--- src/rtl/ni_outstanding_ctrl.sv ---
// AW/AR issue arbiter with per-ID outstanding tracking for an AXI NI initiator.
// Define NI_OUTS_STATS_EN to add the blocked-cycle statistics counter.
module ni_outstanding_ctrl #(
   parameter int NUM_IDS     = 16,
   parameter int LOG_NUM_IDS = 4,
   parameter int MAX_OUTS    = 7,
   parameter int CNT_WD      = 3,
   parameter int TARGET_WD   = 4
) (
   input  logic                   clk,
   input  logic                   rst,
   input  logic                   wr_valid,
   input  logic [LOG_NUM_IDS-1:0] wr_id,
   input  logic [TARGET_WD-1:0]   wr_target,
   output logic                   wr_grant,
   input  logic                   rd_valid,
   input  logic [LOG_NUM_IDS-1:0] rd_id,
   input  logic [TARGET_WD-1:0]   rd_target,
   output logic                   rd_grant,
   input  logic                   inj_stall,
   input  logic                   wr_retire,
   input  logic [LOG_NUM_IDS-1:0] wr_retire_id,
   input  logic                   rd_retire,
   input  logic [LOG_NUM_IDS-1:0] rd_retire_id,
   output logic [NUM_IDS-1:0]     response_awaited,
   output logic                   idle,
   output logic                   err_underflow
`ifdef NI_OUTS_STATS_EN
   ,
   input  logic                   stats_clr,
   output logic [15:0]            blocked_cycles
`endif
);

   typedef logic [CNT_WD-1:0]    cnt_t;
   typedef logic [TARGET_WD-1:0] tgt_t;

   cnt_t wr_cnt_q [NUM_IDS];
   cnt_t wr_cnt_d [NUM_IDS];
   cnt_t rd_cnt_q [NUM_IDS];
   cnt_t rd_cnt_d [NUM_IDS];
   tgt_t wr_tgt_q [NUM_IDS];
   tgt_t wr_tgt_d [NUM_IDS];
   tgt_t rd_tgt_q [NUM_IDS];
   tgt_t rd_tgt_d [NUM_IDS];

   logic last_wr_q, last_wr_d;
   logic err_q, err_d;
   logic wr_elig, rd_elig;

   // A retire on an empty counter is ignored; a grant still counts.
   function automatic cnt_t cnt_nxt(cnt_t c, logic inc, logic dec);
      logic dv;
      dv = dec & (c != '0);
      unique case ({inc, dv})
         2'b10:   return c + cnt_t'(1);
         2'b01:   return c - cnt_t'(1);
         default: return c;
      endcase
   endfunction

   always_comb begin
      wr_elig = wr_valid & ~inj_stall
              & (int'(wr_cnt_q[wr_id]) < MAX_OUTS)
              & ((wr_cnt_q[wr_id] == '0)
                 | (wr_tgt_q[wr_id] == wr_target));
      rd_elig = rd_valid & ~inj_stall
              & (int'(rd_cnt_q[rd_id]) < MAX_OUTS)
              & ((rd_cnt_q[rd_id] == '0)
                 | (rd_tgt_q[rd_id] == rd_target));
      wr_grant = wr_elig & (~rd_elig | ~last_wr_q);
      rd_grant = rd_elig & (~wr_elig | last_wr_q);
   end

   always_comb begin
      last_wr_d = last_wr_q;
      if (wr_grant | rd_grant) last_wr_d = wr_grant;
      err_d = err_q
            | (wr_retire & (wr_cnt_q[wr_retire_id] == '0))
            | (rd_retire & (rd_cnt_q[rd_retire_id] == '0));
      for (int i = 0; i < NUM_IDS; i++) begin
         wr_cnt_d[i] = cnt_nxt(wr_cnt_q[i],
            wr_grant & (wr_id == LOG_NUM_IDS'(i)),
            wr_retire & (wr_retire_id == LOG_NUM_IDS'(i)));
         rd_cnt_d[i] = cnt_nxt(rd_cnt_q[i],
            rd_grant & (rd_id == LOG_NUM_IDS'(i)),
            rd_retire & (rd_retire_id == LOG_NUM_IDS'(i)));
         wr_tgt_d[i] = wr_tgt_q[i];
         rd_tgt_d[i] = rd_tgt_q[i];
         if (wr_grant && wr_id == LOG_NUM_IDS'(i))
            wr_tgt_d[i] = wr_target;
         if (rd_grant && rd_id == LOG_NUM_IDS'(i))
            rd_tgt_d[i] = rd_target;
      end
   end

   always_ff @(posedge clk or negedge rst) begin
      if (!rst) begin
         last_wr_q <= 1'b0;
         err_q     <= 1'b0;
         for (int i = 0; i < NUM_IDS; i++) begin
            wr_cnt_q[i] <= '0;
            rd_cnt_q[i] <= '0;
            wr_tgt_q[i] <= '0;
            rd_tgt_q[i] <= '0;
         end
      end else begin
         last_wr_q <= last_wr_d;
         err_q     <= err_d;
         for (int i = 0; i < NUM_IDS; i++) begin
            wr_cnt_q[i] <= wr_cnt_d[i];
            rd_cnt_q[i] <= rd_cnt_d[i];
            wr_tgt_q[i] <= wr_tgt_d[i];
            rd_tgt_q[i] <= rd_tgt_d[i];
         end
      end
   end

   always_comb begin
      for (int i = 0; i < NUM_IDS; i++)
         response_awaited[i] = (|wr_cnt_q[i]) | (|rd_cnt_q[i]);
   end

   assign idle          = ~|response_awaited;
   assign err_underflow = err_q;

`ifdef NI_OUTS_STATS_EN
   logic [15:0] blk_q;
   logic        blk;

   assign blk = (wr_valid | rd_valid) & ~inj_stall
              & ~wr_grant & ~rd_grant;

   always_ff @(posedge clk or negedge rst) begin
      if (!rst)
         blk_q <= '0;
      else if (stats_clr)
         blk_q <= '0;
      else if (blk && blk_q != 16'hFFFF)
         blk_q <= blk_q + 16'd1;
   end

   assign blocked_cycles = blk_q;
`endif

endmodule

--- config.mk ---
export PLATFORM = sky130hd
export DESIGN_NAME = ni_outstanding_ctrl
export DESIGN_NICKNAME = d
export VERILOG_FILES = /design/src/rtl/ni_outstanding_ctrl.sv
export SDC_FILE = /design/constraint.sdc
export NUM_CORES = 1
export LEC_CHECK = 0
export BUFFER_PORTS_ARGS = -buffer_cell sky130_fd_sc_hd__buf_2
export CELL_PAD_IN_SITES_DETAIL_PLACEMENT = 0
export CELL_PAD_IN_SITES_GLOBAL_PLACEMENT = 1
export CORE_MARGIN = 2
export CORE_UTILIZATION = 32
export CTS_CLUSTER_DIAMETER = 40
export DETAILED_ROUTE_END_ITERATION = 10
export GPL_TIMING_DRIVEN = 1
export HOLD_SLACK_MARGIN = 0.02
export PLACE_DENSITY_LB_ADDON = 0.1
export SLEW_MARGIN = 20
export SYNTH_ARGS = -nofsm -noshare
export SYNTH_HDL_FRONTEND = slang
export SYNTH_SLANG_ARGS = --single-unit
--- constraint.sdc ---
create_clock -name clk -period 4.4 [get_ports clk]
set_input_delay 0.22 -clock clk [delete_from_list [all_inputs] [get_ports clk]]
set_output_delay 0.22 -clock clk [all_outputs]
set_load 0.1 [all_outputs]
**After elaboration in Yosys (flattened, before gate mapping)**

Index checks and enable logic that the tools add are counted.

- $add $sub $neg: 64
- $lt $le $gt $ge: 6
- Equality and inequality tests: 126
- Muxes and demuxes: 50
- Bitwise logic cells: 137
- Reduce and logical (&&, ||, !) cells: 138

Operators by type and width:

| kind | number |
|---|---|
| $pmux 3 s2 | 32 |
| $eq 4x4->1 const B | 32 |
| $and 1x1->1 | 106 |
| $add 3x1->3 const B | 32 |
| $reduce_bool 3->1 | 32 |
| $reduce_or 3->1 | 32 |
| $sub 3x1->3 const B | 32 |
| $eq 2x1->1 const B | 32 |
| $eq 2x2->1 const B | 32 |
| $eq 4x3->1 const B | 16 |
| $reduce_bool 2->1 | 32 |
| $bmux 3 s4 | 4 |
| $bmux 4 s4 | 2 |
| $eq 4x2->1 const B | 8 |
| $logic_and 1x1->1 | 32 |
| $mux 3 | 8 |
| $or 1x1->1 | 23 |
| $ge 5x5->1 const B | 4 |
| $not 4->5 | 4 |
| $eq 4x1->1 const B | 4 |
| $logic_not 4->1 | 4 |
| $mux 4 | 4 |
| $reduce_or 16->1 | 1 |
| $logic_not 3->1 | 4 |
| 4 further kinds | 9 |

- Register bits: 226
- Input bits: 31
- Output and inout bits: 20

**Depth between registers and ports, before layout**

- Depth in word-level cells: 13
- Mapped depth: 20
- Mapped depth without buffers: 14

**Worst setup path after synthesis**

No wires, ideal clock.

- Path kind: in2out
- From: input port wr_id[2]
- To: output port wr_grant
- Data arrival time: 4045 ps
- Data required time: 4180 ps
- Path slack: 135 ps
- Stages on the path: 9
- Path through: clkbuf_1 -> mux4_2 -> mux4_2 -> xor2_1 -> a2111oi_1 -> nor2_1 -> nor2b_1 -> clkbuf_1 -> nor2b_1

- Longest elaborated chain between the ends: 8

Ends and longest elaborated chain:

| element | line | source |
|---|---|---|
| start: declaration | 13 | `input logic [LOG_NUM_IDS-1:0] wr_id,` |
| $not 4->5 (implied by the code) (*) | 64, 65, 66 |  |
| $bmux 3 s4 / $bmux 4 s4 (equally long branches) | 64, 65, 66 |  |
| $mux 3 (implied by the code) / $mux 4 (equally long branches) (2 in a row) | 64, 65, 66 |  |
| $lt 3x3->1, or another cell as far along | 64 | `& (int'(wr_cnt_q[wr_id]) < MAX_OUTS)` |
| $and 1x1->1 / $or 1x1->1 (equally long branches) | 64, 66 |  |
| $and 1x1->1 (*) | 65 | `& ((wr_cnt_q[wr_id] == '0)` |
| $and 1x1->1 (*) | 71 | `wr_grant = wr_elig & (~rd_elig \| ~last_wr_q);` |
| end: declaration | 15 | `output logic wr_grant,` |

Mark *: on every way between the ends. The rest lies on a longest branch, timed or not. The select of a mux whose other input is x is not followed.

**Worst setup path in the final report**

- From: register wr_tgt_q[0] in the netlist's numbering
- To: register rd_cnt_q[20] in the netlist's numbering

- Longest elaborated chain between the ends: 12

Ends and longest elaborated chain:

| element | line | source |
|---|---|---|
| start: declaration | 42 | `tgt_t wr_tgt_q [NUM_IDS];` |
| start signal: indexed assignment | 113 | `wr_tgt_q[i] <= wr_tgt_d[i];` |
| $bmux 4 s4 (*) | 66 | `\| (wr_tgt_q[wr_id] == wr_target));` |
| $mux 4 (implied by the code) (*) (2 in a row) | 66 |  |
| $eq 4x4->1 (*) | 66 |  |
| $or 1x1->1 (*) | 66 |  |
| $and 1x1->1 (*) | 65 |  |
| $not 1->1 (*) | 72 | `rd_grant = rd_elig & (~wr_elig \| last_wr_q);` |
| $or 1x1->1 (*) | 72 |  |
| $and 1x1->1 (*) | 72 |  |
| $and 1x1->1 (*) | 86 | `rd_grant & (rd_id == LOG_NUM_IDS'(i)),` |
| $eq 2x1->1 / $eq 2x2->1 (equally long branches) | 55 | `unique case ({inc, dv})` |
| $pmux 3 s2 / $reduce_bool 2->1 (equally long branches) | - |  |
| end signal: indexed assignment | 112 | `rd_cnt_q[i] <= rd_cnt_d[i];` |
| end: declaration | 40 | `cnt_t rd_cnt_q [NUM_IDS];` |

Marks and branches as above.
A chain may end at the register's enable or synchronous reset.

==> metrics.txt <==
status complete, no violations; vias in the first global route 9,554; PD cells 582 nW/um^2; most common cell in the netlist dfrtp_1; synth warn 0; max-cap violations 0; M1 wire length 16,500 um; CP required 4.84 ns; crit start category flip-flop; Hold Crit Endpoint last_wr_q; Die Wd 209 um; Die Ht 209 um; Register Area 5660 um^2; Inst Count DP 1,709; vias per cell 4.92; n_diodes 0; drt first pass iters 4; Max Slew Vio Count 0; Hold Slack 0.0570 ns; Setup Crit Path Kind flip-flop to flip-flop; Lkg Pwr 7.64 nW; Overflow after GRT 0; final hold vios 0; later-pin clock latency in the skew report 0.57 ns; CTS tree done; area delta synth->final 21.5%; RR Startpoint wr_tgt_q[0]; Fin Setup TNS 0 ns; critical path's largest stage delay 0.57 ns; largest net degree at the start of global routing 109; Met2 Routed Length 18,100 um; fmax 256 MHz; number of stages on the worst hold path 2; H-tree levels 2; Yosys reg bits 226; top-area cell type share of the netlist area 42.0%; Arrival @ worst endpoint 4.35 ns; mapped cell area 13,500 um^2; CP bufs+invs 3; total power 0.00952 W; Avg Cell Area, Syn 12.1 um^2; Max transition margin 35.9%; synth cell count leaders 226 x dfrtp_1, 118 x mux2_2, 105 x inv_1; CTS Buffer Depth 3; initial antenna violation count 0; postcts setup bufs 0; Total GRT Usage 17.4%; R2R Path End rd_cnt_q[20]; Crit-path slowest cell or4_1; Hold/Removal Path Class input pin to flip-flop; final worst-path cycle share 88.8%; count of cell types in the netlist 51; Least-Margin Pin Slew 0.962 ns; layout cell share with drive strength beyond 1 31.8%; Num CTS Buffers 47; average wire per standard cell 20.4 um; fill count 4,045; met3 wire len 1370 um; Max rail drop VDD 0.324 mV; setup slack, reg-to-reg 0.49 ns; crit-path cells mux4_2 -> mux4_2 -> xor2_1 -> a2111oi_1 -> buf_4 -> nor2_1 -> nor2_1 -> buf_4 -> or4_1 -> ha_1 -> inv_1 -> fa_1 -> xor2_1 -> nor2_1 -> xor2_1; Post-DRT Antenna Nets 0; Finished Layout Cells 1,799; Port Buffers 50; Root Buffer clkbuf_16; Synth Instances 1,117; DP Wirelength 26,900 um; Starting Density 32.2%; Post-Syn Nets 1,212; std cell rows 75; final clock skew 0.0199 ns; die area 43,700 um^2; Crit path max-delay family simple AND/OR/NAND/NOR gates; DR DRC count 0; CTS sink count 226; FFs w/ async S/R, synth 100%; Vias 8,852; RePlAce Congestion 0.769; cell taking the most area after synthesis dfrtp_1; core area 41,800 um^2; CTS clk-pin slew, worst paths 0.05 ns; CP max FO 8; IO Pins 51; Hold Crit Start inj_stall; area of the multi-input gates 7120 um^2; DRT iter0 DRCs 359; post-synthesis sequential area ratio 42.0%; Most used DFF post-synth dfrtp_1; Post-synth EDFFs 0; R2R cell count 15; global-route wire length before repair 57,900 um; top cells by area, synth dfrtp_1 42%, mux2_2 9.9%, mux4_2 9.5%; uppermost layer routed met4; RSZ-0062 raised after global routing false; Final Net Count 1,316; post-layout min period 3.91 ns; Finish-stage setup viols 0; CP endpoint kind flip-flop; drt total wl 36,700 um
metrics by stage:
| stage | util (%) | instance area, um^2 | setup slack (ns) |
|---|---|---|---|
| final | 39.2 | 16400 | 0.492 |
| after global placement | 35.2 | 14700 | 0.161 |
| after global routing | 39.2 | 16400 | 0.258 |
| after detailed placement | 35.2 | 14700 | 0.157 |
| after floorplan | - | 13500 | 0.135 |
| after CTS | 39.2 | 16400 | 0.457 |
cell usage in the layout, fill, tap and decap left out, types with 49 or more instances in the layout:
master	count
buf_4	65
clkbuf_16	49
dfrtp_1	226
inv_1	105
mux2_2	118
mux2i_1	64
mux4_2	57
nor2_1	61
nor3_1	61
xor2_1	71
registers in the layout, indices dropped and copies added (netlist names):
register,cells
err_underflow,1
last_wr_q,1
rd_cnt_q,48
rd_tgt_q,64
wr_cnt_q,48
wr_tgt_q,64
worst max-delay path by stage:
stage	start	to	cells past startpoint
floorplan	wr_id[2]	wr_grant	9
global placement	wr_id[0]	rd_cnt_q[17]	15
detailed placement	wr_id[0]	rd_cnt_q[17]	15
CTS	wr_tgt_q[0]	rd_cnt_q[20]	15
global route	rd_tgt_q[0]	rd_cnt_q[17]	14
finish	wr_tgt_q[0]	rd_cnt_q[20]	15
final cells by class:
| type | count | share of cell area (%) |
|---|---|---|
| Multi-Input combinational cell | 721 | 43.5 |
| Sequential cell | 226 | 34.6 |
| Clock buffer | 64 | 8.46 |
| Timing Repair Buffer | 120 | 5.25 |
| Tap cell | 539 | 4.12 |
| Inverter | 105 | 2.41 |
| Clock inverter | 24 | 1.62 |
metal layers:
layer  vias to the layer above  global-route usage (%)
li1                       4116                       -
met1                      4552                    22.9
met2                       129                    29.0
met3                        55                    3.04
met4                         0                    5.67
met5                         -                       0
kinds of logic after synthesis:
family | Yosys count | share of synthesized area [%]
AO/OA/AOI/OAI | 31 | 1.61
flip-flops | 226 | 42.0
AND/OR/NAND/NOR | 267 | 11.0
XOR/XNOR | 108 | 7.03
buffers and inverters | 170 | 5.09
adder cells (fa/ha/maj) | 64 | 7.73
multiplexers | 251 | 25.5
what timing repair did:
item	in CTS	in global routing
hold endpoints to repair	107	0
hold buffers	2	0
setup endpoints to repair	0	0
resized for setup	0	0
report_power, final:
part / switching (W) / internal [W] / leakage [nW] / total [W]
logic: 0.00130 / 0.00120 / 3.92 / 0.00250
registers: 0.000620 / 0.00273 / 2.91 / 0.00336
clock network: 0.00123 / 0.00244 / 0.801 / 0.00366
(Power assumes the default switching activity.)
